`src/rtl/cpu_alu_seq_pkg.sv`:
```
// Opcode map and shared types for the sequential CPU ALU.
// Legacy 4-bit codes keep bit 4 clear; extended codes set it.
package cpu_alu_seq_pkg;

  localparam int unsigned OP_W = 5;

  localparam logic [OP_W-1:0] OP_ADD         = 5'h00;
  localparam logic [OP_W-1:0] OP_SUB         = 5'h01;
  localparam logic [OP_W-1:0] OP_AND         = 5'h02;
  localparam logic [OP_W-1:0] OP_OR          = 5'h03;
  localparam logic [OP_W-1:0] OP_XOR         = 5'h04;
  localparam logic [OP_W-1:0] OP_PASS_A      = 5'h05;
  localparam logic [OP_W-1:0] OP_PASS_B      = 5'h06;
  localparam logic [OP_W-1:0] OP_MOVE_REG_XA = 5'h07;
  localparam logic [OP_W-1:0] OP_MOVE_REG_AX = 5'h08;
  localparam logic [OP_W-1:0] OP_SHL         = 5'h09;
  localparam logic [OP_W-1:0] OP_SHR         = 5'h0A;
  localparam logic [OP_W-1:0] OP_INC         = 5'h0B;
  localparam logic [OP_W-1:0] OP_DEC         = 5'h0C;

  localparam logic [OP_W-1:0] OP_ADC         = 5'h10;
  localparam logic [OP_W-1:0] OP_SBC         = 5'h11;
  localparam logic [OP_W-1:0] OP_MUL         = 5'h12;
  localparam logic [OP_W-1:0] OP_DIVU        = 5'h13;
  localparam logic [OP_W-1:0] OP_MODU        = 5'h14;

  typedef enum logic [1:0] {
    S_IDLE = 2'd0,
    S_ITER = 2'd1,
    S_DONE = 2'd2
  } state_e;

  function automatic logic is_multi(input logic [OP_W-1:0] op);
    return (op == OP_MUL) || (op == OP_DIVU) || (op == OP_MODU);
  endfunction

  function automatic logic is_div(input logic [OP_W-1:0] op);
    return (op == OP_DIVU) || (op == OP_MODU);
  endfunction

endpackage

```
`src/rtl/cpu_alu_muldiv.sv`:
```
// Iterative shift-add multiplier and restoring divider sharing one 2*WIDTH register.
// Mul: acc = {product_hi, multiplier/product_lo}; div: acc = {remainder, dividend/quotient}.
module cpu_alu_muldiv #(
  parameter int unsigned WIDTH = 8
) (
  input  logic             clk_i,
  input  logic             rst_i,
  input  logic             load,
  input  logic             step,
  input  logic             div,
  input  logic [WIDTH-1:0] a,
  input  logic [WIDTH-1:0] b,
  output logic [WIDTH-1:0] lo_c,
  output logic [WIDTH-1:0] hi_c,
  output logic             high_nz_c,
  output logic             div_zero
);

  localparam int unsigned AW = 2 * WIDTH;

  logic [AW-1:0]    acc;
  logic [AW-1:0]    acc_next;
  logic [WIDTH-1:0] divisor;
  logic             mode_div;
  logic [WIDTH:0]   sum;
  logic [WIDTH:0]   shifted;
  logic [WIDTH:0]   trial;

  // One iteration; lo_c/hi_c expose the post-step value so the final step can be retired directly.
  always_comb begin
    sum      = {1'b0, acc[AW-1:WIDTH]} + (acc[0] ? {1'b0, divisor} : '0);
    shifted  = {acc[AW-1:WIDTH], acc[WIDTH-1]};
    trial    = shifted - {1'b0, divisor};
    acc_next = {sum, acc[WIDTH-1:1]};
    if (mode_div) begin
      if (shifted >= {1'b0, divisor}) begin
        acc_next = {trial[WIDTH-1:0], acc[WIDTH-2:0], 1'b1};
      end else begin
        acc_next = {shifted[WIDTH-1:0], acc[WIDTH-2:0], 1'b0};
      end
    end
  end

  assign lo_c      = acc_next[WIDTH-1:0];
  assign hi_c      = acc_next[AW-1:WIDTH];
  assign high_nz_c = |acc_next[AW-1:WIDTH];

  always_ff @(posedge clk_i) begin
    if (rst_i) begin
      acc      <= '0;
      divisor  <= '0;
      mode_div <= 1'b0;
      div_zero <= 1'b0;
    end else if (load) begin
      acc      <= {WIDTH'(0), a};
      divisor  <= b;
      mode_div <= div;
      div_zero <= div && (b == '0);
    end else if (step) begin
      acc      <= acc_next;
    end
  end

endmodule

```
`src/rtl/cpu_alu_seq.sv`:
```
// Registered ALU with start/busy/done handshake: single-cycle legacy ops, ADC/SBC,
// and iterative MUL/DIVU/MODU through cpu_alu_muldiv.
module cpu_alu_seq
  import cpu_alu_seq_pkg::*;
#(
  parameter int unsigned WIDTH = 8,
  parameter int unsigned CNT_W = $clog2(WIDTH) + 1
) (
  input  logic             clk_i,
  input  logic             rst_i,
  input  logic             start_i,
  input  logic [OP_W-1:0]  op_i,
  input  logic [WIDTH-1:0] a_i,
  input  logic [WIDTH-1:0] b_i,
  output logic             busy_o,
  output logic             done_o,
  output logic [WIDTH-1:0] y_o,
  output logic             z_o,
  output logic             c_o,
  output logic             v_o,
  output logic             n_o
);

  localparam int unsigned MSB = WIDTH - 1;
  localparam int unsigned XW  = WIDTH + 1;

  state_e           state;
  logic [CNT_W-1:0] cnt;
  logic [OP_W-1:0]  op_q;
  logic [WIDTH-1:0] a_q;

  logic             md_load;
  logic             md_step;
  logic [WIDTH-1:0] md_lo;
  logic [WIDTH-1:0] md_hi;
  logic             md_high_nz;
  logic             md_div_zero;

  logic             cin;
  logic [WIDTH:0]   sum_x;
  logic [WIDTH:0]   dif_x;
  logic [WIDTH-1:0] res_y;
  logic             res_c;
  logic             res_v;

  assign md_load = (state == S_IDLE) && start_i && is_multi(op_i);
  assign md_step = (state == S_ITER);

  cpu_alu_muldiv #(.WIDTH(WIDTH)) u_muldiv (
    .clk_i     (clk_i),
    .rst_i     (rst_i),
    .load      (md_load),
    .step      (md_step),
    .div       (is_div(op_i)),
    .a         (a_i),
    .b         (b_i),
    .lo_c      (md_lo),
    .hi_c      (md_hi),
    .high_nz_c (md_high_nz),
    .div_zero  (md_div_zero)
  );

  // Result selection: live operands in IDLE, iterative unit on its final ITER step.
  always_comb begin
    cin   = ((op_i == OP_ADC) || (op_i == OP_SBC)) ? c_o : 1'b0;
    sum_x = {1'b0, a_i} + {1'b0, b_i} + XW'(cin);
    dif_x = {1'b0, a_i} - {1'b0, b_i} - XW'(cin);
    res_y = '0;
    res_c = 1'b0;
    res_v = 1'b0;
    if (state == S_ITER) begin
      case (op_q)
        OP_MUL: begin
          res_y = md_lo;
          res_c = md_high_nz;
        end
        OP_DIVU: begin
          res_y = md_div_zero ? '1 : md_lo;
          res_c = md_div_zero;
        end
        OP_MODU: begin
          res_y = md_div_zero ? a_q : md_hi;
          res_c = md_div_zero;
        end
        default: ;
      endcase
    end else begin
      case (op_i)
        OP_ADD, OP_ADC: begin
          res_y = sum_x[WIDTH-1:0];
          res_c = sum_x[WIDTH];
          res_v = (a_i[MSB] == b_i[MSB]) && (sum_x[MSB] != a_i[MSB]);
        end
        OP_SUB, OP_SBC: begin
          res_y = dif_x[WIDTH-1:0];
          res_c = dif_x[WIDTH];
          res_v = (a_i[MSB] != b_i[MSB]) && (dif_x[MSB] != a_i[MSB]);
        end
        OP_AND:                    res_y = a_i & b_i;
        OP_OR:                     res_y = a_i | b_i;
        OP_XOR:                    res_y = a_i ^ b_i;
        OP_PASS_A, OP_MOVE_REG_XA: res_y = a_i;
        OP_PASS_B, OP_MOVE_REG_AX: res_y = b_i;
        OP_SHL: begin
          res_y = {a_i[WIDTH-2:0], 1'b0};
          res_c = a_i[MSB];
        end
        OP_SHR: begin
          res_y = {1'b0, a_i[WIDTH-1:1]};
          res_c = a_i[0];
        end
        OP_INC: begin
          res_y = a_i + WIDTH'(1);
          res_c = &a_i;
        end
        OP_DEC: begin
          res_y = a_i - WIDTH'(1);
          res_c = ~|a_i;
        end
        default: ;
      endcase
    end
  end

  // Control FSM; y_o and flags are written only on the edge that raises done_o.
  always_ff @(posedge clk_i) begin
    if (rst_i) begin
      state  <= S_IDLE;
      cnt    <= '0;
      op_q   <= '0;
      a_q    <= '0;
      busy_o <= 1'b0;
      done_o <= 1'b0;
      y_o    <= '0;
      z_o    <= 1'b0;
      c_o    <= 1'b0;
      v_o    <= 1'b0;
      n_o    <= 1'b0;
    end else begin
      done_o <= 1'b0;
      case (state)
        S_IDLE: begin
          if (start_i) begin
            op_q   <= op_i;
            a_q    <= a_i;
            busy_o <= 1'b1;
            if (is_multi(op_i)) begin
              state <= S_ITER;
              cnt   <= CNT_W'(WIDTH);
            end else begin
              state  <= S_DONE;
              done_o <= 1'b1;
              y_o    <= res_y;
              z_o    <= (res_y == '0);
              c_o    <= res_c;
              v_o    <= res_v;
              n_o    <= res_y[MSB];
            end
          end
        end
        S_ITER: begin
          cnt <= cnt - CNT_W'(1);
          if (cnt == CNT_W'(1)) begin
            state  <= S_DONE;
            done_o <= 1'b1;
            y_o    <= res_y;
            z_o    <= (res_y == '0);
            c_o    <= res_c;
            v_o    <= res_v;
            n_o    <= res_y[MSB];
          end
        end
        S_DONE: begin
          state  <= S_IDLE;
          busy_o <= 1'b0;
        end
        default: begin
          state  <= S_IDLE;
          busy_o <= 1'b0;
        end
      endcase
    end
  end

endmodule

```
`config.mk`:
```
export PLATFORM = sky130hd
export DESIGN_NAME = cpu_alu_seq
export DESIGN_NICKNAME = d
export VERILOG_FILES = /design/src/rtl/cpu_alu_seq_pkg.sv /design/src/rtl/cpu_alu_muldiv.sv /design/src/rtl/cpu_alu_seq.sv
export SDC_FILE = /design/constraint.sdc
export NUM_CORES = 1
export LEC_CHECK = 0
export BUFFER_PORTS_ARGS = -buffer_cell sky130_fd_sc_hd__buf_2
export CORE_AREA = 3 3 99 101
export CTS_CLUSTER_SIZE = 24
export DETAILED_ROUTE_END_ITERATION = 8
export DIE_AREA = 0 0 102 104
export GPL_ROUTABILITY_DRIVEN = 0
export PLACE_DENSITY = 0.86
export SLEW_MARGIN = 20
export SYNTH_ARGS = -nofsm -noshare
export SYNTH_HDL_FRONTEND = slang
export SYNTH_SLANG_ARGS = --single-unit
```
`constraint.sdc`:
```
create_clock -name clk_i -period 5.5 [get_ports clk_i]
set_input_delay 0.55 -clock clk_i [delete_from_list [all_inputs] [get_ports clk_i]]
set_output_delay 0.55 -clock clk_i [all_outputs]
set_load 0.05 [all_outputs]
```
==> metrics.yaml <==
arrival_ns: 3.74
pwr-share-clk_pct: 30.8
rsz0062_at_grt: "false"
yosysTopAreaCellShare_pct: 21.0
syn-instance-count: 741
cts_buffer_depth: 2
vias_per_cell: 6.74
cts_max_level: 3
p_seq_share_pct: 39.5
cts_sinks: 58
numPortBuffers: 37
min_path_cells: 2
ys_ff_latch: 58
path_clk_slew_ns: 0.07
comb_power_share_pct: 29.8
hold_viol_final: 0
worstMarginPinSlew_ns: 1.13
preCtsSetupSlack_ns: 1.73
status: "finished clean"
fp.dieArea_um2: 10600
finClkSkew_ns: 0.00665
io_pins: 38
synth_area_um2: 5540
antenna_found_initial: 0
r2r_end: "c_o"
synth_area_leaders: "dfxtp_1 21%, ha_1 12%, nand2_1 6.6%"
p_switching_uw: 418
start_kind: "flop"
min_period_over_period_pct: 64.8
post-route-min-period_ns: 3.56
insertion_delay_ns: 0.34
worstHoldEndpoint: "a_q[4]"
n_antenna_cell: 0
hold_start: "a_q[4]"
num_vias: 5848
r2r_slack_ns: 1.94
endpoint_kind: "flop"
seq_area_frac_synth_pct: 21.0
setup_tns_ns: 0
crit_family: "compound AO/OA/AOI/OAI gates"
slew_viol_final: 0
fillCellCount: 787
ant_nets: 0
reg2reg_depth: 11
leakage_uw: 0.00247
crit_path_max_incr_delay_ns: 0.57
drt-total-wl_um: 16600
p_int_uw: 733
drc: 0
grt_max_degree: 52
finalSetupViolCount: 0
crit_path_cell_trace: "and2_1 > ha_1 > fa_1 > a211oi_1 > o21bai_1 > a21oi_1 > xnor2_1 > a22oi_1 > or4_4 > o41ai_2 > a21oi_1"
hpwl_um: 12400
first_pass_iters: 7
crit_type: "flop to flop"
grt_pass1_wl_um: 26600
grt.overflow.total: 0
fmax_ghz: 0.281
ir_drop_mv: 0.186
synth_top_cell_by_area: "dfxtp_1"
post_cts_resize_count: 0
power_density_nw_per_um2: 196
synth_edf_count: 0
final_common_cell: "nand2_1"
ys_warn_count: 0
path_buf_inv: 0
die_h_um: 104
final.setup.worst_slack_ns: 1.94
synth.avg_cell_area_um2: 7.47
die_x_um: 102
start_util_pct: 60.8
drive_above_1_share_pct: 11.5
rows: 35
slew_headroom_pct: 24.1
final_cell_mix: "98 x nand2_1, 69 x nor2_1, 62 x a21oi_1"
core_area_um2: 9110
final_nets: 837
synthFlopType: "dfxtp_1"
cp_slowest_cell: "or4_4"
maxCapViolCount: 0
syn-num-nets: 826
track_usage_pct: 31.2
route.detailed.wl_per_inst_um: 19.2
drtIter0Drc: 827
critical_path_required_ns: 5.68
r2r-start: "u_muldiv.acc[0]"
cts_buffers: 9
hold_class: "flop to flop"
holdBufCountCts: 0
cts_root_buf: "clkbuf_8"
crit_top_cell: "a21oi_1"
grt_pass1_vias: 5326
critPathMaxFanout: 10
cts_tree: "done"
post_cts_buffers: 0
synth_cell_type_count: 84
syn_to_final_growth_pct: 6.06
switching_share_pct: 36.3
async_flop_share_pct: 0
[cells in the mapped netlist (all sizes together) (6+ instances only)]
master / count
nor3: 28
nand3b: 6
ha: 54
a21o: 9
a21oi: 62
o21bai: 6
mux2: 7
inv: 46
a221oi: 8
nor4: 9
clkbuf: 36
a22oi: 10
o21ai: 30
xnor2: 12
nor2: 71
nand2: 99
nand2b: 15
a211oi: 19
fa: 7
a222oi: 9
dfxtp: 58
nor3b: 6
and2: 13
nand3: 16
xor2: 11
a31oi: 7
[flip-flops by register name, indices dropped and copies added (netlist names), 2 cells and up]
signal and flops:
a_q 8, cnt 4, op_q 5, state 2, u_muldiv.acc 16, u_muldiv.divisor 8, y_o 8
[power groups by stage]
stage | logic [uW] | clock network (uW) | registers, uW
CTS | 334 | 355 | 453
detailed placement | 332 | 0 | 463
finish | 343 | 354 | 454
global placement | 322 | 0 | 462
floorplan | 226 | 0 | 484
global route | 371 | 373 | 457
[routing by layer]
metal	share of wire, %	global-route usage [%]	up-vias
li1	-	-	2700
met1	38	40.5	2677
met2	46	49.3	383
met3	11	6.37	88
met4	5.1	14.2	0
met5	0	0	-
[per-stage QoR]
| step | area [um2] | total power, uW | std cells | hold WS, ns | utilization (%) |
|---|---|---|---|---|---|
| floorplan | 5540 | 710 | 741 | 0.432 | - |
| global placement | 5690 | 784 | 852 | 0.444 | 62.4 |
| detailed placement | 5690 | 795 | 852 | 0.454 | 62.4 |
| CTS | 5870 | 1140 | 868 | 0.463 | 64.4 |
| global route | 5870 | 1200 | 868 | 0.477 | 64.5 |
| finish | 5870 | 1150 | 868 | 0.463 | 64.5 |
[worst min-delay path, delay by kind of cell (launching register included)]
family          cells  cell delay [ns]
compound gates      1             0.05
flops               1             0.31
simple gates        1             0.05
[worst max path at each step]
stage	startpoint	end	slack, ns	cells after the start
after global routing	op_i[4]	z_o	1.76	15
after global placement	op_i[4]	y_o[7]	1.80	15
after detailed placement	op_i[4]	y_o[7]	1.73	15
after floorplan	op_i[2]	y_o[7]	1.40	14
after CTS	u_muldiv.acc[0]	c_o	2.02	11
final	u_muldiv.acc[0]	c_o	1.94	11
[kinds of logic (layout without fill, tap and decap cells)]
group	Yosys count	in the layout	synth area share (%)
buffers and inverters	86	102	6.67
adder cells (fa/ha/maj)	61	61	14.7
XOR/XNOR	23	23	3.64
flip-flops	58	58	21.0
AO/OA/AOI/OAI	207	207	25.8
multiplexers	12	12	2.33
AND/OR/NAND/NOR	294	294	25.9
[layout make-up]
cell class	instances	area, um2	share of cell area (%)
Sequential cell	58	1160	19.8
Inverter	46	173	2.94
Multi-Input combinational cell	597	4010	68.3
Timing Repair Buffer	40	208	3.54
Tap cell	111	139	2.36
Clock inverter	6	42.5	0.724
Clock buffer	10	138	2.34
Note: power is estimated with default switching activity, not from simulation.
